===== config.mk =====
export PLATFORM = sky130hd
export DESIGN_NAME = uart_rx_capture
export DESIGN_NICKNAME = d
export VERILOG_FILES = /design/src/rtl/uart_rx_capture.sv
export SDC_FILE = /design/constraint.sdc
export NUM_CORES = 1
export LEC_CHECK = 0
export CAP_MARGIN = 5
export CORE_MARGIN = 2
export CORE_UTILIZATION = 35
export CTS_CLUSTER_SIZE = 30
export DETAILED_ROUTE_END_ITERATION = 8
export DONT_BUFFER_PORTS = 1
export HOLD_SLACK_MARGIN = 0.06
export PLACE_DENSITY_LB_ADDON = 0.3
export SLEW_MARGIN = 0
export SYNTH_ARGS = -nofsm -noshare
export SYNTH_HDL_FRONTEND = slang
export SYNTH_SLANG_ARGS = --single-unit

===== constraint.sdc =====
create_clock -name clk -period 3.8 [get_ports clk]
set_clock_uncertainty 0.2 [all_clocks]
set_input_delay 0.57 -clock clk [delete_from_list [all_inputs] [get_ports clk]]
set_output_delay 0.57 -clock clk [all_outputs]
set_load 0.05 [all_outputs]

===== src/rtl/uart_rx_capture.sv =====
// -----------------------------------------------------------------------------
// uart_rx_capture
//   Receives asynchronous serial characters (8N1-style framing with optional
//   parity) from a single line and stores them in a show-ahead capture FIFO.
//
//   Parameters
//     CLKS_PER_BIT : clk cycles per serial bit (even, >= 4)
//     DATA_BITS    : character width (5..8)
//     PARITY_MODE  : 0 = none, 1 = odd, 2 = even
//     FIFO_DEPTH   : capture FIFO entries (power of 2, >= 2)
//
//   Ports
//     clk          : single clock, rising edge
//     rst          : asynchronous active-high reset
//     rx_i         : serial line, asynchronous to clk, idles high
//     rd_i         : pop the FIFO head
//     clear_i      : synchronously clears the three sticky error flags
//     rd_data_o    : FIFO head (valid while empty_o = 0, 0 when empty)
//     empty_o      : FIFO empty
//     full_o       : FIFO full
//     count_o      : number of stored entries
//     overflow_o   : sticky, a character was dropped on a full FIFO
//     frame_err_o  : sticky, a stop bit was sampled as 0
//     parity_err_o : sticky, a parity mismatch was seen
//
//   Build option
//     UART_RX_CAPTURE_GLITCH_FILTER_EN : when defined, a 3-sample majority
//     filter follows the synchronizer (one extra cycle of latency, rejects
//     single-cycle glitches).
// -----------------------------------------------------------------------------
module uart_rx_capture #(
  parameter int CLKS_PER_BIT = 16,
  parameter int DATA_BITS    = 8,
  parameter int PARITY_MODE  = 0,
  parameter int FIFO_DEPTH   = 16
) (
  input  logic                          clk,
  input  logic                          rst,
  input  logic                          rx_i,
  input  logic                          rd_i,
  input  logic                          clear_i,
  output logic [DATA_BITS-1:0]          rd_data_o,
  output logic                          empty_o,
  output logic                          full_o,
  output logic [$clog2(FIFO_DEPTH):0]   count_o,
  output logic                          overflow_o,
  output logic                          frame_err_o,
  output logic                          parity_err_o
);

  localparam int AW   = $clog2(FIFO_DEPTH);
  localparam int CNTW = AW + 1;
  localparam int CW   = $clog2(CLKS_PER_BIT);
  localparam int BW   = $clog2(DATA_BITS);

  localparam logic [CW-1:0] HALF_M1  = CW'(CLKS_PER_BIT / 2 - 1);
  localparam logic [CW-1:0] FULL_M1  = CW'(CLKS_PER_BIT - 1);
  localparam logic [BW-1:0] LAST_BIT = BW'(DATA_BITS - 1);

  typedef enum logic [2:0] {
    IDLE,
    START,
    DATA,
    PARITY,
    STOP,
    WAIT_IDLE
  } state_t;

  // ---------------------------------------------------------------------------
  // Line conditioning: 2-flop synchronizer, optional majority filter.
  // Flops preset to 1 so reset never looks like a start edge.
  // ---------------------------------------------------------------------------
  logic [1:0] sync_q;
  logic       line;
  logic       line_prev_q;

  // NOTE: sequential state uses non-blocking (<=) so every flop samples
  // pre-edge values; blocking here would create order-dependent races.
  always_ff @(posedge clk or posedge rst) begin
    if (rst) sync_q <= 2'b11;
    else     sync_q <= {sync_q[0], rx_i};
  end

`ifdef UART_RX_CAPTURE_GLITCH_FILTER_EN
  logic [1:0] filt_hist_q;

  always_ff @(posedge clk or posedge rst) begin
    if (rst) filt_hist_q <= 2'b11;
    else     filt_hist_q <= {filt_hist_q[0], sync_q[1]};
  end

  // Majority of the current and two previous samples: a lone flipped sample
  // is outvoted, a real transition appears one cycle later.
  assign line = (sync_q[1] & filt_hist_q[0]) |
                (sync_q[1] & filt_hist_q[1]) |
                (filt_hist_q[0] & filt_hist_q[1]);
`else
  assign line = sync_q[1];
`endif

  always_ff @(posedge clk or posedge rst) begin
    if (rst) line_prev_q <= 1'b1;
    else     line_prev_q <= line;
  end

  // ---------------------------------------------------------------------------
  // Receive FSM
  // ---------------------------------------------------------------------------
  state_t                 state_q, state_d;
  logic [CW-1:0]          cnt_q, cnt_d;
  logic [BW-1:0]          bit_q, bit_d;
  logic [DATA_BITS-1:0]   shift_q, shift_d;
  logic                   push_q, push_d;
  logic                   set_frame, set_parity;
  logic                   tick;
  logic                   par_exp;

  assign tick    = (cnt_q == '0);
  assign par_exp = (PARITY_MODE == 1) ? ~^shift_q : ^shift_q;

  // NOTE: every signal driven here gets a default first; a path that leaves
  // one unassigned would infer a latch.
  always_comb begin
    state_d    = state_q;
    cnt_d      = cnt_q;
    bit_d      = bit_q;
    shift_d    = shift_q;
    push_d     = 1'b0;
    set_frame  = 1'b0;
    set_parity = 1'b0;

    unique case (state_q)
      IDLE: begin
        if (line_prev_q && !line) begin
          state_d = START;
          cnt_d   = HALF_M1;
          bit_d   = '0;
        end
      end

      START: begin
        if (tick) begin
          if (line) begin
            state_d = IDLE;               // false start
          end else begin
            state_d = DATA;
            cnt_d   = FULL_M1;
          end
        end else begin
          cnt_d = cnt_q - 1'b1;
        end
      end

      DATA: begin
        if (tick) begin
          shift_d = {line, shift_q[DATA_BITS-1:1]};   // LSB arrives first
          cnt_d   = FULL_M1;
          if (bit_q == LAST_BIT) state_d = (PARITY_MODE != 0) ? PARITY : STOP;
          else                   bit_d   = bit_q + 1'b1;
        end else begin
          cnt_d = cnt_q - 1'b1;
        end
      end

      PARITY: begin
        if (tick) begin
          set_parity = (line != par_exp);
          cnt_d      = FULL_M1;
          state_d    = STOP;
        end else begin
          cnt_d = cnt_q - 1'b1;
        end
      end

      STOP: begin
        if (tick) begin
          if (line) begin
            push_d  = 1'b1;
            state_d = IDLE;
          end else begin
            set_frame = 1'b1;
            state_d   = WAIT_IDLE;
          end
        end else begin
          cnt_d = cnt_q - 1'b1;
        end
      end

      WAIT_IDLE: begin
        if (line) state_d = IDLE;         // line released after a break
      end

      default: state_d = IDLE;
    endcase
  end

  always_ff @(posedge clk or posedge rst) begin
    if (rst) begin
      state_q <= IDLE;
      cnt_q   <= '0;
      bit_q   <= '0;
      shift_q <= '0;
      push_q  <= 1'b0;
    end else begin
      state_q <= state_d;
      cnt_q   <= cnt_d;
      bit_q   <= bit_d;
      shift_q <= shift_d;
      push_q  <= push_d;
    end
  end

  // ---------------------------------------------------------------------------
  // Capture FIFO
  // ---------------------------------------------------------------------------
  logic [DATA_BITS-1:0] mem [FIFO_DEPTH];
  logic [AW-1:0]        wr_ptr_q, rd_ptr_q;
  logic [CNTW-1:0]      count_q, count_d;
  logic                 empty_q, full_q;
  logic                 do_push, do_pop, ovf_set;

  // A pop on a full FIFO frees the slot the simultaneous push needs.
  assign do_pop  = rd_i & ~empty_q;
  assign do_push = push_q & (~full_q | do_pop);
  assign ovf_set = push_q & full_q & ~do_pop;

  always_comb begin
    count_d = count_q;
    unique case ({do_push, do_pop})
      2'b10:   count_d = count_q + 1'b1;
      2'b01:   count_d = count_q - 1'b1;
      default: count_d = count_q;
    endcase
  end

  always_ff @(posedge clk or posedge rst) begin
    if (rst) begin
      wr_ptr_q <= '0;
      rd_ptr_q <= '0;
      count_q  <= '0;
      empty_q  <= 1'b1;
      full_q   <= 1'b0;
    end else begin
      if (do_push) wr_ptr_q <= wr_ptr_q + 1'b1;   // wraps at FIFO_DEPTH
      if (do_pop)  rd_ptr_q <= rd_ptr_q + 1'b1;
      count_q <= count_d;
      empty_q <= (count_d == '0);
      full_q  <= (count_d == CNTW'(FIFO_DEPTH));
    end
  end

  // NOTE: storage is deliberately not reset; entries are only observable
  // through rd_ptr_q while count_q says they are valid.
  always_ff @(posedge clk) begin
    if (do_push) mem[wr_ptr_q] <= shift_q;
  end

  assign rd_data_o = empty_q ? '0 : mem[rd_ptr_q];
  assign empty_o   = empty_q;
  assign full_o    = full_q;
  assign count_o   = count_q;

  // ---------------------------------------------------------------------------
  // Sticky error flags; clear wins over a set in the same cycle.
  // ---------------------------------------------------------------------------
  logic overflow_q, frame_err_q, parity_err_q;

  always_ff @(posedge clk or posedge rst) begin
    if (rst) begin
      overflow_q   <= 1'b0;
      frame_err_q  <= 1'b0;
      parity_err_q <= 1'b0;
    end else if (clear_i) begin
      overflow_q   <= 1'b0;
      frame_err_q  <= 1'b0;
      parity_err_q <= 1'b0;
    end else begin
      overflow_q   <= overflow_q   | ovf_set;
      frame_err_q  <= frame_err_q  | set_frame;
      parity_err_q <= parity_err_q | set_parity;
    end
  end

  assign overflow_o   = overflow_q;
  assign frame_err_o  = frame_err_q;
  assign parity_err_o = parity_err_q;

endmodule


Word-level counts from Yosys, hierarchy flattened
Memory sizes are Yosys's and may differ from the RTL's.
Index checks and enable logic that the tools add are counted.
{"block": "word_totals", "output_inout_bits": 18, "word_cells": 101, "input_bits": 5, "n_memories": 1, "ramBits": 128, "ff_bits": 40}
{"name": "mem", "words": 16, "word_bits": 8, "rd": 1, "rd_ports_with_merged_regs": 0, "write_ports": 1, "line": "216", "source": "logic [DATA_BITS-1:0] mem [FIFO_DEPTH];"}
{"block": "op_classes", "add_sub_neg": 6, "eq_ne": 20, "mux": 35, "bitwise_logic": 11, "reduce_logical": 13}
{"cell": "3-bit two-way mux", "count": 11}
{"cell": "4-bit two-way mux", "count": 5}
{"cell": "2-bit != test (second input constant)", "count": 9}
{"cell": "3-bit one-hot mux with 6 select lines", "count": 1}
{"cell": "4-bit one-hot mux with 4 select lines", "count": 1}
{"cell": "1-bit two-way mux", "count": 13}
{"cell": "5-bit one-hot mux with 2 select lines", "count": 1}
{"cell": "3-bit equality test (second input constant)", "count": 3}
{"cell": "4-bit by 1-bit adder with 4-bit output (second input constant)", "count": 2}
{"cell": "8-bit two-way mux", "count": 1}
{"cell": "4-bit AND reduction", "count": 2}
{"cell": "8-bit parity", "count": 1}
{"cell": "7-bit AND reduction", "count": 1}
{"cell": "3-bit by 2-bit equality test with 1-bit output (second input constant)", "count": 2}
{"cell": "3-bit one-hot mux with 2 select lines", "count": 1}
{"cell": "5-bit by 1-bit adder with 5-bit output (second input constant)", "count": 1}
{"cell": "5-bit equality test (second input constant)", "count": 1}
{"cell": "5-bit logical NOT", "count": 1}
{"cell": "5-bit by 1-bit subtractor with 5-bit output (second input constant)", "count": 1}
{"cell": "1-bit AND", "count": 4}
{"cell": "4-bit logical NOT", "count": 1}
{"cell": "1-bit bitwise OR", "count": 4}
{"cell": "4-bit nonzero test", "count": 1}
{"cell": "4-bit by 1-bit subtractor with 4-bit output (second input constant)", "count": 1}
{"cell": "other kinds (14)", "count": 16}

Longest topological paths before layout
{"block": "depth", "ltp_word": 7, "depth_mapped": 12, "ltp_nobuf": 11}

Worst setup path after synthesis
OpenSTA, ideal clock, no wires.
{"block": "synth_path", "path_type": "reg-to-reg", "from": "reg empty_q, in the netlist empty_o", "to": "reg full_q, in the netlist full_o", "t_arrival_ns": 2.886, "required_time_ns": 3.512, "setup_slack_ns": 0.625, "setup_time_ns": 0.088, "period_less_slack_ns": 3.175, "stages_incl_launch_ff": 13, "n_path_buf": 1, "cell_sequence": "dfstp_2 nand2b_1 a21boi_1 inv_1 ha_1 clkbuf_1 xor2_1 ha_1 o21ai_0 a221oi_1 o221ai_1 xnor2_1 nor3b_1"}
{"block": "synth_via", "elab_chain_len": 7, "word_cells_on_any_way": 8, "cone_classes": "eq/ne: 3; mux: 1; bitwise: 4"}
{"item": "start, declared", "line": "219", "source": "logic empty_q, full_q;"}
{"item": "start signal, assigned", "line": "247", "source": "empty_q <= (count_d == '0);"}
{"item": "1-bit NOT *", "line": "223", "source": "assign do_pop = rd_i & ~empty_q;"}
{"item": "1-bit AND *", "line": "223"}
{"item": "1-bit bitwise OR", "line": "224", "source": "assign do_push = push_q & (~full_q | do_pop);"}
{"item": "1-bit AND", "line": "224"}
{"item": "2-bit by 1-bit equality test with 1-bit output / 2-bit equality test (equally long branches)", "line": "229", "source": "unique case ({do_push, do_pop})"}
{"item": "5-bit one-hot mux with 2 select lines *", "line": "229"}
{"item": "via count_d[4]", "line": "218", "source": "logic [CNTW-1:0] count_q, count_d;"}
{"item": "5-bit equality test *", "line": "248", "source": "full_q <= (count_d == CNTW'(FIFO_DEPTH));"}
{"item": "end signal, assigned", "line": "248"}
{"item": "end, declared", "line": "219"}
Mark *: on every way through the listed nets, which the timed path passes. The rest lies on a longest branch.
A chain may end at the register's enable or synchronous reset.

Worst setup path in the final report
{"block": "layout_path", "from": "reg rd_ptr_q[0]", "to": "out rd_data_o[0]"}
{"block": "layout_via", "elab_chain_len": 2}
{"item": "start, declared", "line": "217", "source": "logic [AW-1:0] wr_ptr_q, rd_ptr_q;"}
{"item": "start signal, assigned", "line": "245", "source": "if (do_pop) rd_ptr_q <= rd_ptr_q + 1'b1;"}
{"item": "memory read 16 x 8 bit"}
{"item": "8-bit two-way mux", "line": "258", "source": "assign rd_data_o = empty_q ? '0 : mem[rd_ptr_q];"}
{"item": "end, declared", "line": "42", "source": "output logic [DATA_BITS-1:0] rd_data_o,"}
No other way between the ends.

==> results.md <==
* Power share of the clock group at 0.309
* RD Place Congestion at 0.735
* FP Rows at 51
* Syn Nets at 426
* Detail Route Antenna Nets at 0
* Worst hold start: sync_q[0]
* Clk buf depth at 2
* Crit path max fanout at 32
* Cells resized by post-CTS repair at 0
* Critical path startpoint category: register
* Reg2Reg Setup Slack at 0.74 ns
* Status: finished, final reports clean
* Filler cells at 1,784
* Xor/xnor share of the synthesized area at 0.0268
* Power Density at 670 nW/um^2
* Post-Place Worst Slack at 0.745 ns
* Hold depth at 0
* Layout Nets at 443
* Max-slew headroom at the worst pin at 0.361
* Worst r2r path cells at 11
* Area fraction of the dominant cell type after synthesis at 0.544
* Final setup viols at 0
* # clock sinks at 168
* DR vias at 3,479
* Grt ovf at 0
* Vias in the first global route at 3,663
* Final worst-path cycle share at 0.871
* Final Max Tran Viols at 0
* Starting density of the core at 0.359
* Crit Reg-Reg Endpoint: full_o
* Worst Path Class, Setup: reg -> out
* RSZ-0062 raised after global routing: false
* GRT met3 Usage at 0.0266
* DR WL/cell at 17.8 um
* Fin. Hold Viols at 0
* Setup ws final at 0.489 ns
* Syn Area/Cell at 17.2 sq um
* Simple-gate share of the synthesized area at 0.0583
* Largest net degree at the start of global routing at 41
* Die footprint at 21,300 sq um
* Peak VDD IR at 0.269 mV
* Post-synth EDFFs at 128
* GRT Overall Usage at 0.126
* Die Width at 146 um
* First-pass GRT wire length at 20,400 um
* Met1 usage at 0.163
* # H-tree levels at 4
* Sequential share of power at 0.446
* Tightest Pin Transition at 0.955 ns
* Critical path endpoint category: output port
* Hold Slack at 0.158 ns
* Area Growth Syn to Fin at 13.7%
* Leakage power at 0.00282 uW
* Final min period at 3.31 ns
* Clk_lat worst skew at 0.42 ns
* Adder-cell area share of the yosys netlist at 0.0195
* Synth Flop Type: edfxtp_1
* Compound-Gate Fraction of Synth Area at 0.0441
* GR peak layer: met2
* TritonRoute pass-1 iters at 4
* Hpwl dp at 8360 um
* Die Y-Extent at 146 um
* Internal power at 3650 uW
* Post-Route WL at 12,600 um
* Logic pwr share at 0.245
* Distinct cell type count after synthesis at 49
* Max-Cap Viols at 0
* Remaining routing DRC violations at 0
* Commonest cells post-synth: edfxtp_1 (128), mux4_2 (40), dfrtp_1 (36), nor2_1 (22), nand2_1 (20)
* PortBufs at 0
* Largest family of logic cells by synthesized area: multiplexers
* Drt initial violations at 398
* Grt met2 use at 0.209
* Switching part of the total at 0.322
* Critical Path RT at 3.03 ns
* Ys async rst share at 0.238
* Sequential area share after synthesis at 0.687
* Setup TNS at 0 ns
* Mux cell area share after synthesis at 0.144
* Most numerous cell in the Yosys netlist: edfxtp_1
* Post-synthesis register bit count at 168
* ANT cells at 0
* I/O Pins at 23
* WP data arrival at 2.54 ns
* Syn Std Cell Area at 7060 sq um
* Ys Warns at 0
* Min-Delay Path Class: reg -> reg
* Core Box Area at 19,700 sq um
* R2R Path Start: empty_o
* Synth area leaders: edfxtp_1 (54%), dfrtp_1 (13%), mux4_2 (13%)
* Achievable Freq at 302 MHz
* Worst Hold End: sync_q[1]
* Number of CTS-inserted buffers at 17
* Initial antenna violation count at 0
* Layout cells sized above 1 at 0.239
* Via density at 4.93
* CTS clk-pin slew, worst paths at 0.06 ns
* Mapped Cells at 410
* Root buf cell: clkbuf_16
* NetSw at 1730 uW
* CTS tree: built
* Post-CTS Setup Inserts at 0
* Area leader, netlist: edfxtp_1
-- how the worst max path moves through the flow --
stage | from | to | slack (ns) | cells after the start
after detailed placement | rd_i | full_o | 0.74 | 11
after global placement | rd_i | full_o | 0.89 | 11
after CTS | rd_ptr_q[0] | rd_data_o[5] | 0.43 | 5
final | rd_ptr_q[0] | rd_data_o[0] | 0.49 | 5
after floorplan | empty_o | full_o | 0.63 | 12
after global routing | rd_ptr_q[0] | rd_data_o[0] | 0.38 | 5
-- cells by family after synthesis --
kind of cell	after synthesis
DFF	168
and+or+nand+nor	81
muxes	50
AOI/OAI and AO/OA	48
buffers and inverters	32
xor gates and xnor gates	20
adders and majority gates	11
-- worst max-delay path, stage by stage (launching register included) --
cell and delay [ns]:
dfrtp_2 0.42, buf_12 0.29, mux4_2 0.59, mux4_2 0.47, nor2b_1 0.15, buf_4 0.20
-- final cells by class --
| cell class | count | area [sq um] | share of cell area |
|---|---|---|---|
| flip-flops and latches | 168 | 4850 | 0.604 |
| multi-input cells | 210 | 2060 | 0.257 |
| clock buffers | 17 | 425 | 0.0530 |
| well taps | 265 | 332 | 0.0413 |
| repair buffers | 20 | 170 | 0.0212 |
| clock inverters | 15 | 150 | 0.0187 |
| inverters | 10 | 37.5 | 0.00468 |
-- routing by layer --
layer | up-vias | wire length [um] | part of all wire
met3 | 17 | 314 | 0.025
met4 | 0 | 204 | 0.016
met2 | 45 | 6400 | 0.51
met5 | - | 0 | 0
li1 | 1636 | - | -
met1 | 1781 | 5660 | 0.45
-- power by group through the flow --
| stage | combinational (uW) | sequential (uW) | clock (uW) |
|---|---|---|---|
| floorplan | 1170 | 2300 | 0 |
| global placement | 1320 | 2430 | 0 |
| detailed placement | 1340 | 2440 | 0 |
| CTS | 1350 | 2400 | 1700 |
| global route | 1440 | 2430 | 1790 |
| finish | 1320 | 2400 | 1660 |
-- sequential cells by signal (all words and copies together) (netlist names) --
| name | cells |
|---|---|
| mem | 128 |
| shift_q | 8 |
| count_o | 5 |
| cnt_q | 4 |
| rd_ptr_q | 4 |
| wr_ptr_q | 4 |
| bit_q | 3 |
| state_q | 3 |
| sync_q | 2 |
| empty_o | 1 |
| frame_err_o | 1 |
| full_o | 1 |
| line_prev_q | 1 |
| overflow_o | 1 |
| parity_err_o | 1 |
| push_q | 1 |
-- metrics by stage --
stage / area, sq um / util / std cells / total power (uW)
global route: 8030 / 0.409 / 705 / 5660
finish: 8030 / 0.409 / 705 / 5380
global placement: 7420 / 0.378 / 670 / 3750
CTS: 8030 / 0.409 / 705 / 5450
detailed placement: 7420 / 0.378 / 670 / 3780
floorplan: 7060 / - / 410 / 3480
-- timing repair --
action	CTS	global route
endpoints found under the hold margin	40	0
hold buffers	3	0
setup endpoints to repair	0	0
-- layout by cell type (no fill, tap or decap), types with 2 or more instances in the layout --
cell,count
clkbuf_16,17
a22oi_1,2
a22o_1,2
clkinvlp_4,2
clkinv_2,3
edfxtp_1,128
dfrtp_1,35
bufinv_16,2
nand3_1,4
a31oi_1,2
mux4_2,40
nand4_1,2
buf_4,16
o211ai_1,2
inv_1,9
o221ai_1,2
nor3_1,8
nand2_1,20
o21ai_0,16
nor3b_1,2
dlygate4sd3_1,3
xnor2_1,15
nor2_1,22
xor2_1,4
clkinv_1,3
nor2b_1,11
ha_1,11
mux2_2,10
dfstp_2,4
o2bb2ai_1,3
nand2b_1,3
inv_6,4
clkinv_4,2
a21oi_1,9
Note: power is estimated with default switching activity, not from simulation.
